**src/rtl/counter_pkg.sv**
```systemverilog
// Shared types and constants for the loadable up-counter.
// Optional build macro: COUNTER_SATURATE_EN (saturate instead of wrap).
package counter_pkg;

    localparam int unsigned MAX_W = 64;

    localparam logic [MAX_W-1:0] ZERO = '0;

    typedef enum logic [1:0] {
        OP_HOLD = 2'd0,
        OP_LOAD = 2'd1,
        OP_INC  = 2'd2
    } op_e;

    function automatic logic [MAX_W-1:0] ones_mask(input int unsigned w);
        logic [MAX_W-1:0] m;
        m = '0;
        for (int unsigned i = 0; i < MAX_W; i++) begin
            if (i < w) m[i] = 1'b1;
        end
        return m;
    endfunction

endpackage

```
**src/rtl/counter_next.sv**
```systemverilog
// Next-count datapath: load, increment with wrap or saturate, or hold.
// COUNTER_SATURATE_EN selects saturation at all-ones instead of wrap.
module counter_next
    import counter_pkg::*;
#(
    parameter int unsigned WIDTH = 8
) (
    input  op_e              op_i,
    input  logic [WIDTH-1:0] cnt_i,
    input  logic [WIDTH-1:0] data_i,
    output logic [WIDTH-1:0] nxt_o
);

    localparam logic [WIDTH-1:0] ONES = WIDTH'(ones_mask(WIDTH));

    logic [WIDTH-1:0] inc;

`ifdef COUNTER_SATURATE_EN
    assign inc = (cnt_i == ONES) ? ONES : cnt_i + 1'b1;
`else
    assign inc = cnt_i + 1'b1;
`endif

    always_comb begin
        nxt_o = cnt_i;
        unique case (op_i)
            OP_LOAD: nxt_o = data_i;
            OP_INC:  nxt_o = inc;
            default: nxt_o = cnt_i;
        endcase
    end

endmodule

```
**src/rtl/counter.sv**
```systemverilog
// Loadable up-counter with enable and terminal-count flag.
// Build macro COUNTER_SATURATE_EN makes the count saturate at all-ones.
module counter
    import counter_pkg::*;
#(
    parameter int unsigned WIDTH = 8
) (
    input  logic             clk,
    input  logic             rst,
    input  logic [WIDTH-1:0] data_in,
    input  logic             load,
    input  logic             En,
    output logic [WIDTH-1:0] data_out,
    output logic             tc
);

    localparam logic [WIDTH-1:0] ONES = WIDTH'(ones_mask(WIDTH));
    localparam logic [WIDTH-1:0] ZW   = WIDTH'(ZERO);

    op_e              op;
    logic [WIDTH-1:0] cnt_d;
    logic [WIDTH-1:0] cnt_q;

    // Load takes precedence over count; reset is handled by the register.
    always_comb begin
        op = OP_HOLD;
        if (load)    op = OP_LOAD;
        else if (En) op = OP_INC;
    end

    counter_next #(
        .WIDTH (WIDTH)
    ) u_next (
        .op_i   (op),
        .cnt_i  (cnt_q),
        .data_i (data_in),
        .nxt_o  (cnt_d)
    );

    always_ff @(posedge clk or posedge rst) begin
        if (rst) cnt_q <= ZW;
        else     cnt_q <= cnt_d;
    end

    assign data_out = cnt_q;
    assign tc       = (cnt_q == ONES);

endmodule

```
**config.mk**
```make
export PLATFORM = sky130hd
export DESIGN_NAME = counter
export DESIGN_NICKNAME = d
export VERILOG_FILES = /design/src/rtl/counter_pkg.sv /design/src/rtl/counter_next.sv /design/src/rtl/counter.sv
export SDC_FILE = /design/constraint.sdc
export NUM_CORES = 1
export LEC_CHECK = 0
export ABC_AREA = 1
export BUFFER_PORTS_ARGS = -buffer_cell sky130_fd_sc_hd__buf_2
export CAP_MARGIN = 30
export CORE_MARGIN = 10
export CORE_UTILIZATION = 40
export DETAILED_ROUTE_END_ITERATION = 10
export PLACE_DENSITY_LB_ADDON = 0.2
export SLEW_MARGIN = 5
export SYNTH_ARGS = -nofsm -noshare
export SYNTH_HDL_FRONTEND = slang
export SYNTH_SLANG_ARGS = --single-unit
```
**constraint.sdc**
```tcl
create_clock -name clk -period 1.45 [get_ports clk]
set_clock_uncertainty 0.1 [all_clocks]
set_input_delay 0.2175 -clock clk [delete_from_list [all_inputs] [get_ports clk]]
set_output_delay 0.2175 -clock clk [all_outputs]
set_load 0.02 [all_outputs]
```
* Word-level counts from Yosys, hierarchy flattened
Cells that the tools add are included.
** Word-level totals
- Register bits after elaboration :: 8
- Bits in latches :: 0
- Bits in writable memories :: 0
- Memory bits (read-only) :: 0
- Output and inout port bits :: 9
- Word-level logic and storage cells :: 9
- Memories kept :: 0
** Cells by class
- Add/subtract/negate cells :: 1
- $mul :: 0
- Div/mod/pow operators :: 0
- $lt $le $gt $ge :: 0
- Equal/unequal tests :: 3
- Shift operators :: 0
- Multiplexer cells :: 3
- Bitwise logic cells :: 0
- Reduce and logical (&&, ||, !) cells :: 1
** Operators with widths (number)
- $pmux W8 S2 :: 1
- $add A8 B1 Y8 const B :: 1
- $eq A8 B8 Y1 const B :: 1
- $mux W2 :: 2
- $eq A2 B1 Y1 const B :: 1
- $eq A2 B2 Y1 const B :: 1
- $reduce_bool A2 Y1 :: 1

* Logic depth before layout (Yosys ltp)
Gate-level depths: netlist (run 1).
- Word-level depth :: 4
- Gate-level depth with buffers :: 7
- Depth with buffers taken out :: 7

* Modules after synthesis
From an unflattened synthesis (run 1), not the netlist that was laid out.
** Unflattened totals
- Cells, all modules :: 87
- Area, all modules :: 583.1 sq um
** By module, submodules not included
- counter_next :: times used 1, cells an instance 65, area an instance 330.3 sq um, seq. area each 0.0 sq um
- counter :: times used 1, cells an instance 22, area an instance 252.7 sq um, seq. area each 200.2 sq um

* Worst setup path after synthesis (run 1)
OpenSTA, ideal clock, no wires.
- Path kind :: register -> output
- From :: register cnt_q[1] (netlist: data_out[1])
- To :: output tc
- Arrival time :: 1.457 ns
- Data required time :: 1.133 ns
- Slack :: -0.324 ns
- Cell stages (with the launch flop) :: 4
- Cell sequence :: dfrtp_1 ha_1 nand3_1 nor4_1
** Between the ends
- Longest elaborated chain between the ends :: 1
** Ends and longest elaborated chain
- start, declared :: RTL line counter.sv:22 : logic [WIDTH-1:0] cnt_q;
- start signal, assigned :: RTL line counter.sv:42 : else cnt_q <= cnt_d;
- $eq A8 B8 Y1 :: RTL line counter.sv:46 : assign tc = (cnt_q == ONES);
- end, declared :: RTL line counter.sv:14 : output logic tc
No other way between the ends.

* Final worst setup path (run 1)
Same ends and word-level chain as after synthesis.

==> results of run 1 <==
## layout by cell type, fill, tap and decap left out
cell	instances
sky130_fd_sc_hd__buf_4	10
sky130_fd_sc_hd__nor4_4	1
sky130_fd_sc_hd__nor2_8	1
sky130_fd_sc_hd__inv_2	2
sky130_fd_sc_hd__xor2_1	1
sky130_fd_sc_hd__ha_4	1
sky130_fd_sc_hd__nor2_2	3
sky130_fd_sc_hd__clkbuf_4	3
sky130_fd_sc_hd__nor2_1	2
sky130_fd_sc_hd__nand3_1	8
sky130_fd_sc_hd__a21oi_1	1
sky130_fd_sc_hd__o211ai_1	1
sky130_fd_sc_hd__o21bai_1	2
sky130_fd_sc_hd__dfrtp_2	2
sky130_fd_sc_hd__nand3_4	1
sky130_fd_sc_hd__clkbuf_1	1
sky130_fd_sc_hd__inv_4	2
sky130_fd_sc_hd__nand2_2	1
sky130_fd_sc_hd__dlygate4sd3_1	1
sky130_fd_sc_hd__buf_2	19
sky130_fd_sc_hd__dfrtp_1	6
sky130_fd_sc_hd__nand2_1	24
sky130_fd_sc_hd__inv_1	6
sky130_fd_sc_hd__a22oi_1	5
sky130_fd_sc_hd__nand2_4	1
## worst max-delay path, delay by kind of cell, from the launching register on
family / cells / cell delay, ns
flops: 1 / 0.39
buf+inv: 1 / 0.18
fa+ha+maj: 1 / 0.15
simple gates: 2 / 0.20
## logic make-up after synthesis
family,after synthesis,share of synthesized area [%]
XOR/XNOR,1,1.61
adder cells (fa/ha/maj),1,2.29
AO/OA/AOI/OAI,9,11.9
AND/OR/NAND/NOR,42,37.6
buffers and inverters,11,9.86
flip-flops,8,36.7
## repair_timing
| item | 4_1_cts | 5_1_grt |
|---|---|---|
| pin swaps | 2 | 0 |
| gates resized for setup | 2 | 1 |
| endpoints found under the setup margin | 1 | 1 |
| hold endpoints to repair | 8 | 0 |
| hold buffers | 1 | 0 |
| buffers inserted | 4 | 0 |
## worst max-delay path by stage
stage | slack (ns) | from | to | cells past startpoint
6_report | -0.06 | data_out[1] | tc | 4
5_1_grt | -0.13 | data_out[1] | tc | 4
4_1_cts | -0.06 | data_out[1] | tc | 4
3_5_place_dp | 0.04 | data_out[0] | tc | 4
3_3_place_gp | 0.07 | data_out[0] | tc | 4
2_1_floorplan | 0.03 | data_out[1] | tc | 3
## power by group
part / switching, W / internal (W)
Clock: 0.0000943 / 0.000106
Combinational: 0.000152 / 0.000108
Sequential: 0.0000218 / 0.000250
## layout make-up
type | instances | area (µm²) | area share [%]
clock buffer | 4 | 26.3 | 3.28
sequential | 8 | 203 | 25.3
timing repair buffer | 30 | 180 | 22.5
tap | 15 | 18.8 | 2.34
inverter | 10 | 42.5 | 5.30
multi-input combinational | 53 | 332 | 41.3
## per-stage QoR
| step | worst slack (ns) | TNS, ns | total power (W) |
|---|---|---|---|
| finish | -0.0573 | -0.0573 | 0.000732 |
| floorplan | 0.0323 | 0 | 0.000425 |
| CTS | -0.0615 | -0.0615 | 0.000736 |
| global route | -0.132 | -0.132 | 0.000783 |
| global placement | 0.0719 | 0 | 0.000512 |
| detailed placement | 0.0400 | 0 | 0.000516 |
## per-layer routing
metal / vias to the layer above / routed length (µm) / track usage [%]
li1: 302 / - / -
met1: 282 / 671 / 11.3
met2: 24 / 760 / 16.7
met3: 4 / 126 / 3.98
met4: 0 / 26 / 5.03
met5: - / 0 / 0
==> flow_results.org, run 1 <==
** Timing
- The final count of hold timing violations is 0.
- Peak clock frequency supported by timing :: 0.663 GHz
- In this run the tightest slew margin relative to its limit is 77.2%.
- On the final layout, the worst hold slack is 0.0545 ns.
- Least-Margin Pin Slew :: approximately 0.34 ns
- Setup slack after layout :: -0.0573 ns
- Setup violations remaining at the end of the flow were counted as 1.
- Unrepaired setup endpoints after global routing :: true
- Crit share post-route :: 104%
- Subtracting the final worst setup slack from the clock period gives between 1.5 and 2 ns.
- Fin. max-slew vios :: 0

** Worst setup path
- On the worst path, the slowest cell contributes a delay of about 0.39 ns.
- Data arrives at the worst endpoint at between 1 and 1.5 ns.
- Of all nets on the critical path, the largest fanout is 2.
- WP data required :: between 1 and 1.5 ns
- The endpoint identified for the worst register-to-register timing path is data_out[6].
- The worst register-to-register path begins at data_out[1].
- For flop-to-flop paths, the worst setup slack is between 0.15 and 0.2 ns.
- WS Path Type :: reg -> out
- The signal on the critical path passes through ha_4, nand3_4, nor4_4, buf_4.
- Startpoint types :: register
- Slowest cell on the critical path :: sky130_fd_sc_hd__dfrtp_2
- Kind of end point of the critical path :: primary output
- Measured in cells, the most critical reg-to-reg path has a length of 8.

** Route
- For this run, design rule violations remaining after detail routing come to 0.
- Routed wire per std cell :: ~13 µm
- Count of vias placed by the detailed router :: ~610
- The first detailed-routing pass took 5 iterations.
- In this run the remaining antenna-violating nets after routing total 0.
- For this block, the initial DRC count from the detailed router was 10.
- Wires add up to 1590 µm.
- Ratio of routed vias to standard cells :: slightly above 5

** Power and ir drop
- Largest vdd supply drop :: around 0.00049 V
- P per Cell Area :: between 900 and 1000 nW/µm²
- Leakage :: around 0.42 nW

** Yosys
- Number of cells produced by synthesis :: 72
- After synthesis, the most frequently instantiated cells are sky130_fd_sc_hd__nand2_1 (24), sky130_fd_sc_hd__nand3_1 (9), sky130_fd_sc_hd__dfrtp_1 (8).
- Cell types with the largest area share after synthesis :: sky130_fd_sc_hd__dfrtp_1 (37%), sky130_fd_sc_hd__nand2_1 (17%), sky130_fd_sc_hd__nand3_1 (8.3%)
- Flop and latch count out of synthesis :: 8
- Library cell with the highest instance count after synthesis :: sky130_fd_sc_hd__nand2_1
- Synth Area per Inst :: between 7 and 8 µm²
- Mapped Nets :: 85
- Most instantiated flip-flop cell in the synthesis netlist :: sky130_fd_sc_hd__dfrtp_1
- Number of enable-type register cells in the synthesized netlist :: 0
- Yosys printed 0 warnings.
- The synthesized design spends more area on one cell type than any other, namely sky130_fd_sc_hd__dfrtp_1.
- Of all flip-flops after synthesis, the portion carrying an async set or reset was 100%.
- Synthesis instantiated 19 different standard cells from the library.
- Fraction of synthesized cell area taken by the top area cell type :: between 30 and 40%
- After synthesis, flip-flops and latches occupy 36.7% of the total area.
- Synthesized area :: 546 µm²

** Place
- DP Wirelength :: around 1200 µm
- In this run the tool buffered the top-level ports with 20 buffer cells.
- The placed instances occupy a cell area of between 700 and 800 µm².
- Counting tap cells, the placed design contains a total of about 110 instances.
- Routability-driven placement finished with a final weighted congestion of 0.712.

** Flow run
- Across the run, the number of max-cap violations was 0.

** Worst hold path
- For hold timing, the worst endpoint is data_out[1].
- In this run the worst hold path is classified as in -> reg.
- Along the worst hold path, the cell count comes to 3.
- Worst min-delay path startpoint :: data_in[1]

** Clocking
- CTS H-tree lvls :: 1
- CTS Sinks :: 8
- Clock root buffer :: sky130_fd_sc_hd__clkbuf_4
- Clk slew on worst S/H paths :: roughly 0.070 ns
- Max Root-Sink Buffers :: 2
- TritonCTS built the clock tree.
- Clock tree synthesis inserted a total of 3 buffers.
- The clock reaches the later pin of the worst-skew pair after around 0.27 ns.

** Layout
- The final layout contains approximately 120 nets.
- Of the cells placed in the final design, the portion with a size suffix greater than 1 is around 45%.
- From synthesis to final layout, the design area changed by 47.0%.
- Largest register FFs :: 8
- Fin util :: 61.6%
- The finished cells cover about 800 µm².
- Excluding fillers, the count of instances in the completed layout stands at 120.
- The filler cells instantiated in the layout total between 100 and 150.
- 0 antenna diodes ended up in the layout.

** Floorplanning
- The floorplan has 13 rows.
- Die height :: roughly 57 µm
- For this design the top-level I/O count stands at 21.
- The floorplan step defined a die boundary enclosing ~3200 µm².
- Measured along the x axis, the die boundary spans 56.9 µm.
- The floorplan step defined a core boundary enclosing around 1300 µm².
- For this configuration, the core starts out at a cell density of between 40% and 50%.

** Status
- Violations in the final reports :: negative setup slack
- Result of the run :: complete, but fails checks

** GRT
- The initial antenna violation count came to 0.
- Global-route congestion overflow total :: 0
- Via count of the first global-routing pass :: between 600 and 700
- Largest net degree at the start of global routing :: 10
- First-pass GRT wire length :: between 2000 and 3000 µm
- Total GRT Usage :: between 10% and 20%
(Power assumes the default switching activity.)
==> inputs of run 2 (changes only) <==
--- a/config.mk
+++ b/config.mk
@@ -6,11 +6,11 @@
 export NUM_CORES = 1
 export LEC_CHECK = 0
 export ABC_AREA = 1
-export BUFFER_PORTS_ARGS = -buffer_cell sky130_fd_sc_hd__buf_2
 export CAP_MARGIN = 30
 export CORE_MARGIN = 10
 export CORE_UTILIZATION = 40
 export DETAILED_ROUTE_END_ITERATION = 10
+export DONT_BUFFER_PORTS = 1
 export PLACE_DENSITY_LB_ADDON = 0.2
 export SLEW_MARGIN = 5
 export SYNTH_ARGS = -nofsm -noshare
==> constraint.sdc (replaced) <==
create_clock -name clk -period 1.35 [get_ports clk]
set_clock_uncertainty 0.1 [all_clocks]
set_input_delay 0.2025 -clock clk [delete_from_list [all_inputs] [get_ports clk]]
set_output_delay 0.2025 -clock clk [all_outputs]
set_load 0.02 [all_outputs]
==> run 2 against run 1 <==
Net effect: the run still ends with negative setup slack left; global-route usage grew 0.29 points; sequential share of layout area shrank 0.079 points; worst setup slack got worse by 0.067 ns; sequential power up 7%; hold slack got worse by 0.044 ns; count of clock-buffer cells in the layout unchanged; design area increased by 0.31%; utilization rose by 0.19 points; critical path type unchanged; largest power group unchanged; routed wire length is 0.76% higher; total power up 4.9%.
==> flow_results.org, run 2 (same netlist as run 1, synthesis figures left out) <==
** Worst setup path
- End of the worst register-to-register path :: data_out[6] (unchanged)
- The kind of critical path is reg -> out (unchanged).
- First element of the critical path :: data_out[1] (unchanged)
- The arrival time reported for the critical path endpoint was 1.17 ns (was 1.19 ns).
- The largest driver fanout on the critical path was 2 (unchanged).
- Longest individual stage delay on the worst path :: 0.38 ns (was 0.39 ns)
- The required time reported for the critical path endpoint came to 1.05 ns (was 1.13 ns).
- The origin of the critical flop-to-flop path is data_out[1] (unchanged).
- The element type at the critical path start is a register (unchanged).
- The master of the slowest instance on the critical path is sky130_fd_sc_hd__dfrtp_2 (unchanged).
- FF-to-FF path depth :: 8 (unchanged)
- The endpoint class of the critical path was a primary output (unchanged).
- The register-to-register path setup slack came to 0.11 ns (was 0.19 ns).
- Cell chain of the critical path :: ha_4, nand3_4, nor4_4, buf_4 (unchanged)

** GRT
- The overall global routing resource usage was 10.6% (was 10.3%).
- The global-route wire length before repair was 2790 µm (was 2700 µm).
- Largest net degree at the start of global routing :: 9 (was 10)
- Global-route congestion overflow total :: 0 (unchanged)
- Initial antenna violation count :: 0 (unchanged)
- The via count of the first global-routing pass was 594 (was 612).

** Floorplanning
- Core Footprint :: 1300 µm² (unchanged)
- The initial cell density of the core came to 41.9% (unchanged).
- The row count is 13 (unchanged).
- The die boundary width is 56.9 µm (unchanged).
- Boundary pin count :: 21 (unchanged)
- The area of the die was 3240 µm² (unchanged).
- The y dimension of the die came to 56.9 µm (unchanged).

** Clocking
- Clk_lat worst skew :: 0.26 ns (was 0.27 ns)
- CTS H-tree lvls :: 1 (unchanged)
- The number of buffers inserted during clock tree synthesis came to 3 (unchanged).
- Clock root buffer :: sky130_fd_sc_hd__clkbuf_4 (unchanged)
- The clock transition at the register clock pins on the worst setup and hold paths after CTS came to 0.06 ns (was 0.07 ns).
- The TritonCTS clock tree is done (unchanged).
- Max Root-Sink Buffers :: 2 (unchanged)
- CTS Sinks :: 8 (unchanged)

** Layout
- The final-stage net count is 110 (was 119).
- The number of flip-flops in the largest register came to 8 (unchanged).
- Commonest non-fill, non-tap cell in the layout :: sky130_fd_sc_hd__nand2_1 (unchanged)
- The post-layout instance count excluding filler cells came to 111 (was 120).
- Area delta synth->final :: 47.5% (was 47.0%)
- Most used cells in the layout excluding fill and tap cells :: sky130_fd_sc_hd__nand2_1 (24), sky130_fd_sc_hd__buf_4 (12), sky130_fd_sc_hd__nand3_1 (8), sky130_fd_sc_hd__dlygate4sd3_1 (8), sky130_fd_sc_hd__inv_1 (7) (was sky130_fd_sc_hd__nand2_1 (24), sky130_fd_sc_hd__buf_2 (19), sky130_fd_sc_hd__buf_4 (10), sky130_fd_sc_hd__nand3_1 (8))
- The number of diodes is 0 (unchanged).
- Layout cell share with drive strength beyond 1 :: 30.2% (was 44.8%)

** Route
- DRC marker count from the first detailed-route iteration :: 8 (was 10)
- Number of remaining DRC errors :: 0 (unchanged)
- The total number of vias is 566 (was 612).
- Antenna violation net count after detailed routing :: 0 (unchanged)
- Routed wire length :: 1600 µm (was 1590 µm)
- DR pass1 iterations :: 4 (was 5)
- Ratio of routed vias to standard cells :: 5.10 (about the same)
- Routed wire per std cell :: 14.4 µm (was 13.2 µm)

** Status
- Violations in the final reports :: negative setup slack (unchanged)
- Result of the run :: complete, but fails checks (unchanged)

** Timing
- The tightest hold margin was 0.0105 ns (was 0.0545 ns).
- Unrepaired setup endpoints after global routing: true (unchanged).
- The minimum setup slack in the final design is -0.125 ns (was -0.0573 ns).
- Counting I/O delays and the setup requirement, the final critical path takes approximately 1.5 ns.
- The final count of negative-setup-slack endpoints is 1 (unchanged).
- Least-Margin Pin Slew :: 0.424 ns (was 0.342 ns)
- Dividing the final minimum period by the clock period gives 109%.
- Final number of hold-violating endpoints :: 0 (unchanged)
- Normalized max-slew margin :: 71.7% (was 77.2%)
- Fin. max-slew vios :: 0 (unchanged)
- For this run, the top clock speed supported by timing is 0.678 GHz.

** Place
- Placed cell count :: 96 (was 111)
- DP Wirelength :: 1200 µm (was 1210 µm)
- IO buf count :: 0 (was 20)
- Global placer's final weighted congestion :: 0.746 (was 0.712)

** Power and ir drop
- Leakage :: 0.395 nW (was 0.419 nW)
- The maximum ir drop on the vdd rail came to 0.000692 V (was 0.000487 V).
- P per Cell Area :: 955 nW/µm² (was 913 nW/µm²)

** Worst hold path
- Min-Delay Endpoint :: data_out[6] (was data_out[1])
- Min-Delay Path Class :: in -> reg (unchanged)
- Hold Crit Depth :: 3 (unchanged)
- Worst min-delay path startpoint :: load (was data_in[1])

** Flow run
- The total of max-cap violations is 0 (unchanged).
run 2: cell types whose count changed in the layout (fill, tap and decap cells not counted), sizes merged:
| cell | delta |
|---|---|
| dlygate4sd3 | +7 |
| buf | -17 |
| dlymetal6s4s | +1 |
run 2: repair_timing:
item,CTS,global route
hold buffers,9,0
resized for setup,0,1
hold endpoints to repair,16,0
pin swaps,2,1
cloned,0,0
setup buffers,1,1
setup endpoints to repair,1,7
run 2: worst max-delay path, delay by kind of cell, from the launching register on:
family	cells	cell delay, ns
adders and majority gates	1	0.15
buffers and inverters	1	0.17
DFF	1	0.38
and+or+nand+nor	2	0.20
run 2: worst max-delay path by stage:
stage,to,slack [ns],cells after the start
after floorplan,tc,-0.05,3
final,tc,-0.12,4
after global routing,tc,-0.19,4
after global placement,tc,0.04,4
after CTS,tc,-0.14,4
after detailed placement,tc,0.02,4
run 2: routing by layer:
metal / track usage [%] / wire length [µm] / part of all wire [%]
met4: 1.01 / 0 / 0
met5: 0 / 0 / 0
met3: 5.75 / 154 / 9.6
met1: 11.8 / 664 / 42
met2: 17.8 / 778 / 49
run 2: metrics by stage:
stage	power [W]	setup WS [ns]	setup TNS (ns)	area (µm²)	util (%)
after floorplan	0.000462	-0.0493	-0.0493	588	-
after global placement	0.000532	0.0411	0	671	51.5
after detailed placement	0.000536	0.0226	0	671	51.5
after CTS	0.000776	-0.141	-0.141	795	61.1
after global routing	0.000817	-0.194	-0.194	805	61.8
final	0.000768	-0.125	-0.125	805	61.8
run 2: report_power, final:
| group | internal (W) | total (W) | switching (W) | leakage [nW] |
|---|---|---|---|---|
| registers | 0.000268 | 0.000290 | 0.0000221 | 0.0942 |
| clock network | 0.000114 | 0.000208 | 0.0000942 | 0.0150 |
| logic | 0.000112 | 0.000270 | 0.000158 | 0.285 |
| total | 0.000494 | 0.000768 | 0.000274 | 0.395 |
run 2: final cells by class:
type                       count  area (µm²)
clock buffer                   4        26.3
timing repair buffer          21         183
multi-input combinational     53         332
sequential                     8         203
tap                           15        18.8
fill                         118         497
inverter                      10        42.5
